File: config.mk
export PLATFORM = sky130hd
export DESIGN_NAME = summation_control_flat
export DESIGN_NICKNAME = d
export VERILOG_FILES = /design/src/rtl/summation_control_if.sv /design/src/rtl/summation_control.sv /design/src/flat_wrapper.sv
export SDC_FILE = /design/constraint.sdc
export NUM_CORES = 1
export LEC_CHECK = 0
export CAP_MARGIN = 5
export CELL_PAD_IN_SITES_DETAIL_PLACEMENT = 1
export CELL_PAD_IN_SITES_GLOBAL_PLACEMENT = 1
export CORE_ASPECT_RATIO = 0.8
export CORE_MARGIN = 4
export CORE_UTILIZATION = 36
export CTS_CLUSTER_SIZE = 40
export DETAILED_ROUTE_END_ITERATION = 8
export HOLD_SLACK_MARGIN = 0.03
export PLACE_DENSITY_LB_ADDON = 0.1
export SETUP_SLACK_MARGIN = 0.4
export SYNTH_ARGS = -nofsm -noshare
export SYNTH_HDL_FRONTEND = slang
export SYNTH_SLANG_ARGS = --single-unit
File: constraint.sdc
create_clock -name clk -period 2.3 [get_ports clk]
set_clock_uncertainty 0.2 [all_clocks]
set_input_delay 0.69 -clock clk [delete_from_list [all_inputs] [get_ports clk]]
set_output_delay 0.69 -clock clk [all_outputs]
set_load 0.03 [all_outputs]
File: src/rtl/summation_control_if.sv
// Operand handshake plus datapath control/status lines for summation_control.
// master = controller side, slave = operand source / datapath side.
interface summation_control_if;
  logic in_valid;
  logic in_ready;
  logic nill;
  logic overflow;
  logic set;
  logic cac;
  logic rac;
  logic dec;

  modport master (
    input  in_valid, nill, overflow,
    output in_ready, set, cac, rac, dec
  );

  modport slave (
    output in_valid, nill, overflow,
    input  in_ready, set, cac, rac, dec
  );
endinterface

File: src/rtl/summation_control.sv
// Sequencer for the summation datapath: clear, load count, accumulate
// one operand per handshake, then flag done or err.
module summation_control #(
  parameter int TIMEOUT = 255,
  parameter int TO_W    = 8
) (
  input  logic clk,
  input  logic rst,
  input  logic start,
  input  logic abort,
  summation_control_if.master bus,
  output logic busy,
  output logic done,
  output logic err
);
  typedef enum logic [2:0] {
    S_IDLE,
    S_INIT,
    S_CHECK,
    S_FETCH,
    S_FIN,
    S_FAIL
  } state_t;

  localparam logic [TO_W-1:0] TO_LAST = TO_W'(TIMEOUT - 1);

  state_t          state;
  logic [TO_W-1:0] wait_q;
  logic            live;
  logic            timed_out;

  // reset and abort both silence every control in the cycle they appear
  assign live      = !abort && !rst;
  assign timed_out = (TIMEOUT != 0) && (wait_q == TO_LAST);

  always_ff @(posedge clk) begin
    if (rst) begin
      state  <= S_IDLE;
      wait_q <= '0;
      done   <= 1'b0;
      err    <= 1'b0;
    end else begin
      case (state)
        S_IDLE: begin
          if (start && !abort) state <= S_INIT;
        end
        S_INIT: begin
          done   <= 1'b0;
          err    <= 1'b0;
          wait_q <= '0;
          state  <= abort ? S_IDLE : S_CHECK;
        end
        S_CHECK: begin
          if (abort)         state <= S_IDLE;
          else if (bus.nill) state <= S_FIN;
          else               state <= S_FETCH;
        end
        S_FETCH: begin
          if (abort) begin
            state <= S_IDLE;
          end else if (bus.in_valid) begin
            wait_q <= '0;
            state  <= bus.overflow ? S_FAIL : S_CHECK;
          end else if (timed_out) begin
            state <= S_FAIL;
          end else begin
            wait_q <= wait_q + 1'b1;
          end
        end
        S_FIN: begin
          done  <= 1'b1;
          state <= S_IDLE;
        end
        S_FAIL: begin
          err   <= 1'b1;
          state <= S_IDLE;
        end
        default: state <= S_IDLE;
      endcase
    end
  end

  always_comb begin
    busy         = (state != S_IDLE);
    bus.set      = 1'b0;
    bus.cac      = 1'b0;
    bus.in_ready = 1'b0;
    bus.rac      = 1'b0;
    bus.dec      = 1'b0;
    unique case (1'b1)
      live && (state == S_INIT): begin
        bus.set = 1'b1;
        bus.cac = 1'b1;
      end
      live && (state == S_FETCH): begin
        bus.in_ready = 1'b1;
        bus.rac      = bus.in_valid && !bus.overflow;
        bus.dec      = bus.in_valid && !bus.overflow;
      end
      default: ;
    endcase
  end
endmodule
File: src/flat_wrapper.sv
// flat-port wrapper written by rule: the top's interface ports become plain ports
module summation_control_flat 
#(
  parameter int TIMEOUT = 255,
  parameter int TO_W    = 8
)
  (clk, rst, start, abort, busy, done, err, bus_in_valid, bus_nill, bus_overflow, bus_in_ready, bus_set, bus_cac, bus_rac, bus_dec);
  summation_control_if bus_i ();
  input  logic clk;
  input  logic rst;
  input  logic start;
  input  logic abort;
  output logic busy;
  output logic done;
  output logic err;
  input wire logic [$bits(bus_i.in_valid)-1:0] bus_in_valid;
  input wire logic [$bits(bus_i.nill)-1:0] bus_nill;
  input wire logic [$bits(bus_i.overflow)-1:0] bus_overflow;
  output wire logic [$bits(bus_i.in_ready)-1:0] bus_in_ready;
  output wire logic [$bits(bus_i.set)-1:0] bus_set;
  output wire logic [$bits(bus_i.cac)-1:0] bus_cac;
  output wire logic [$bits(bus_i.rac)-1:0] bus_rac;
  output wire logic [$bits(bus_i.dec)-1:0] bus_dec;
  assign bus_i.in_valid = bus_in_valid;
  assign bus_i.nill = bus_nill;
  assign bus_i.overflow = bus_overflow;
  assign bus_in_ready = bus_i.in_ready;
  assign bus_set = bus_i.set;
  assign bus_cac = bus_i.cac;
  assign bus_rac = bus_i.rac;
  assign bus_dec = bus_i.dec;
  summation_control #(.TIMEOUT(TIMEOUT), .TO_W(TO_W)) u_core (.clk(clk), .rst(rst), .start(start), .abort(abort), .bus(bus_i), .busy(busy), .done(done), .err(err));
endmodule
# Word level (Yosys, flattened, before mapping)
# Cells that the tools add are included.
# totals
register_bits,13
latch_bits,0
ramBits,0
romBits,0
in_bits,7
output_inout_bits,8
word_cells,48
memories,0
# op_classes
add_sub_neg,1
mul,0
n_div,0
order_cmp,0
n_eq_ne,10
n_shift,0
muxes,18
bitwise,0
n_reduce_logical,15
# op_table
operator,n
$mux 8,3
$mux 3,7
$pmux 8 s2,1
$pmux 3 s4,1
$add 8x1->8 const B,1
$eq 8x8->1 const B,1
$eq 3x2->1 const B,2
$eq 3x3->1 const B,2
$reduce_bool 2->1,3
$logic_and 1x1->1,5
$ne 4x3->1 const B,1
$pmux 1 s2,2
$eq 3x1->1 const B,1
$logic_not 1->1,3
$logic_not 3->1,1
$mux 1,3
$ne 3x3->1 const B,1
$reduce_and 3->1,1
$reduce_bool 3->1,1
$mux 2,1
$ne 2x1->1 const B,1
$ne 2x2->1 const B,1
$reduce_and 2->1,1

# Logic depth before layout (Yosys ltp)
# depth
word_depth,5
mapped_depth,6
mapped_depth_nobuf,6

# Worst setup path after synthesis
# No wires, ideal clock.
# synth_path
path_type,input -> output
from,in rst
to,out bus_rac
arrival_time_ps,2277
path_slack_ps,-867
path_stages,4
n_path_buf,2
cell_sequence,clkbuf_1 > nor3_1 > and2_1 > buf_4
# synth_between
elab_chain_len,4
# synth_rtl
element,line,text
start: declaration,flat_wrapper.sv:10,input logic rst;
$logic_not 1->1,summation_control.sv:33,assign live = !abort && !rst;
$logic_and 1x1->1,summation_control.sv:33,
$logic_and 1x1->1,summation_control.sv:95,live && (state == S_FETCH): begin
$mux 1,--,
end: declaration,flat_wrapper.sv:22,output wire logic [$bits(bus_i.rac)-1:0] bus_rac;
# Every way passes these cells.

# Worst setup path after layout
# layout_path
from,in bus_overflow
to,out bus_dec
# layout_between
elab_chain_len,3
# layout_rtl
element,line,text
start: declaration,flat_wrapper.sv:18,input wire logic [$bits(bus_i.overflow)-1:0] bus_overflow;
$logic_not 1->1,summation_control.sv:98,bus.dec = bus.in_valid && !bus.overflow;
$logic_and 1x1->1,summation_control.sv:98,
$mux 1,summation_control.sv:90,unique case (1'b1)
end: declaration,flat_wrapper.sv:23,output wire logic [$bits(bus_i.dec)-1:0] bus_dec;
# Every way passes these cells.

==> flow_summary.json <==
{
  "outcome": "finished clean",
  "drtPass1Iterations": 4,
  "gp_congestion": 0.7220,
  "io_buffers": 14,
  "path_clk_slew_ns": 0.09,
  "synth.distinct_cells": 34,
  "ir_drop_mv": 0.3114,
  "wl_um": 2444,
  "finalSetupViolCount": 0,
  "rrSetupSlack_ns": 0.51,
  "crit_required_ns": 1.41,
  "hold_violations": 0,
  "syn-cell-area_um2": 788.3,
  "cts-root-buf": "clkbuf_4",
  "ys_warn_count": 0,
  "cts_hold_buf": 0,
  "gr-total-overflow": 0,
  "synthDominantCellAreaShare_pct": 33.02,
  "row_count": 14,
  "tns_ns": 0,
  "postSynthAreaPerCell_um2": 8.297,
  "ys_ff_latch": 13,
  "power_uw": 467.8,
  "report.final.slew_viol_count": 0,
  "cts_sinks": 13,
  "clock.fmax_mhz": 441.6,
  "cp.arrival_ns": 1.37,
  "slew_headroom_pct": 80.38,
  "leakage_uw": 0.0004444,
  "dpl.hpwl_um": 1787,
  "io_pins": 15,
  "start_util_pct": 39.82,
  "cp_max_fo": 2,
  "p_per_area_nw_per_um2": 400.3,
  "tritoncts": "yes",
  "worst_pin_slew_ns": 0.2926,
  "startpoint_type": "input port",
  "rsz0062_at_grt": "yes",
  "hp-class": "register to register",
  "post-place-ws_ns": -0.4007,
  "antenna_left": 0,
  "antenna_found_initial": 0,
  "crit_start": "bus_overflow",
  "track_usage_pct": 17.67,
  "clk_latency_ns": 0.28,
  "die_x_um": 60.32,
  "end_kind": "output pin",
  "area_growth_pct": 48.25,
  "setup_slack_ns": 0.03540,
  "core-area_um2": 1979,
  "vias_per_cell": 5.420,
  "finalNetCount": 136,
  "final_util_pct": 59.04,
  "drtIter0Drc": 13,
  "n_antenna_cell": 0,
  "dieArea_um2": 3007,
  "vias": 813,
  "reg2reg_to": "u_core.wait_q[0]",
  "synth_area_leaders": "dfxtp_1, o21ai_0, nor2_1, or3_1, a21oi_1",
  "dpl_cell_area_um2": 1045,
  "cts_buffer_depth": 2,
  "syn-num-nets": 104,
  "finalCritPeriodShare_pct": 98.46,
  "remaining_drc_errors": 0,
  "fin_area_um2": 1169,
  "grt_pass1_wl_um": 3988,
  "die_y_um": 49.86,
  "htreeDepth": 1,
  "synth_area_leader_cell": "dfxtp_1",
  "path_class": "input port to output pin",
  "post_route_cells_drive_above_1_share_pct": 42.06,
  "cts_buffers": 3,
  "period_needed_ns": 2.265,
  "cp-endpoint": "bus_dec",
  "syn_inst": 95,
  "r2r_start": "u_core.state[2]",
  "r2r_cells": 5,
  "max_cap_violations": 0,
  "grt_pass1_vias": 850,
  "grt_max_degree": 9,
  "synth_sequential_area_ratio_pct": 33.02,
  "wl_per_cell_um": 16.29
}
==> cell usage after synthesis <==
| master | n |
|---|---|
| o221ai_1 | 1 |
| inv_1 | 1 |
| nor3_1 | 5 |
| mux2i_1 | 2 |
| nor2_1 | 9 |
| a21oi_1 | 6 |
| o21ai_0 | 9 |
| nand2b_1 | 3 |
| or3_4 | 1 |
| nor2b_1 | 4 |
| nand4bb_4 | 1 |
| a31oi_1 | 2 |
| a211oi_1 | 1 |
| nand4_1 | 3 |
| or3_1 | 5 |
| nand2_2 | 1 |
| nor3_2 | 1 |
| dfxtp_1 | 13 |
| buf_6 | 1 |
| nor2b_2 | 1 |
| o31ai_1 | 2 |
| nand2_1 | 2 |
| buf_4 | 2 |
| clkbuf_1 | 1 |
| nand3_1 | 4 |
| o21bai_1 | 2 |
| o21ba_2 | 1 |
| and3_1 | 2 |
| nand2_4 | 1 |
| and2_1 | 2 |
| a31o_2 | 1 |
| buf_2 | 2 |
| ha_1 | 2 |
| nor4_1 | 1 |
==> critical path, cell delays in order <==
cell and delay, ns:
dlygate4sd2_1 0.25, nor2b_4 0.14, and2_4 0.17, buf_6 0.13
==> per-stage QoR <==
stage | hold slack (ns) | instances
final | 0.2696 | 150
after CTS | 0.2772 | 148
after floorplan | 0.2577 | 95
after detailed placement | 0.2638 | 141
after global routing | 0.2907 | 150
after global placement | 0.2548 | 141
==> power by group <==
part | total (uW) | internal [uW] | leakage [uW] | switching, uW
Sequential | 231 | 227 | 0.000106 | 4.03
Clock | 151 | 67.4 | 0.0000150 | 84.0
Combinational | 85.4 | 43.8 | 0.000323 | 41.6
Total | 468 | 338 | 0.000444 | 130
==> metal layers <==
layer / global-route usage (%) / vias to the layer above / wire length (um)
met1: 23.21 / 395 / 1205
li1: - / 406 / -
met5: 0 / - / 0
met2: 28.78 / 12 / 1152
met3: 5.483 / 0 / 86
met4: 2.214 / 0 / 0
==> logic make-up after synthesis <==
logic type | share of synthesized area [%]
DFF | 33.02
AOI/OAI and AO/OA | 19.36
buffers and inverters | 5.554
adders and majority gates | 3.174
and+or+nand+nor | 36.35
muxes | 2.540
==> worst min-delay path by stage <==
stage	from	endpoint	slack, ns	depth (start not counted)
finish	u_core.done	u_core.done	0.27	2
global route	u_core.done	u_core.done	0.29	2
CTS	u_core.done	u_core.done	0.28	2
detailed placement	u_core.done	u_core.done	0.26	2
global placement	u_core.done	u_core.done	0.25	2
floorplan	u_core.wait_q[7]	u_core.wait_q[7]	0.26	2
==> cell type report <==
| class | count | area [um^2] |
|---|---|---|
| clock buffers | 4 | 26.28 |
| fillers | 228 | 810.8 |
| inverters | 1 | 3.754 |
| multi-input cells | 75 | 559.3 |
| flip-flops and latches | 13 | 264.0 |
| well taps | 24 | 30.03 |
| repair buffers | 33 | 285.3 |
==> cells in the final DEF (no fill, tap or decap), types with 4 or more instances in the layout <==
cell type and n:
nand3_1 4, dfxtp_1 10, or3_1 4, nor2_1 9
buf_6 9, o21ai_0 9, buf_4 18, a21oi_1 6
==> timing repair <==
item	4_1_cts	5_1_grt
endpoints found under the hold margin	0	0
pin swaps	7	3
endpoints found under the setup margin	18	14
gates resized for setup	33	7
buffers inserted	3	2
==> state kept, by name (all words and copies together) (netlist names) <==
| signal | cells |
|---|---|
| u_core.wait_q | 8 |
| u_core.done | 1 |
| u_core.state | 3 |
| u_core.err | 1 |
(Power assumes the default switching activity.)
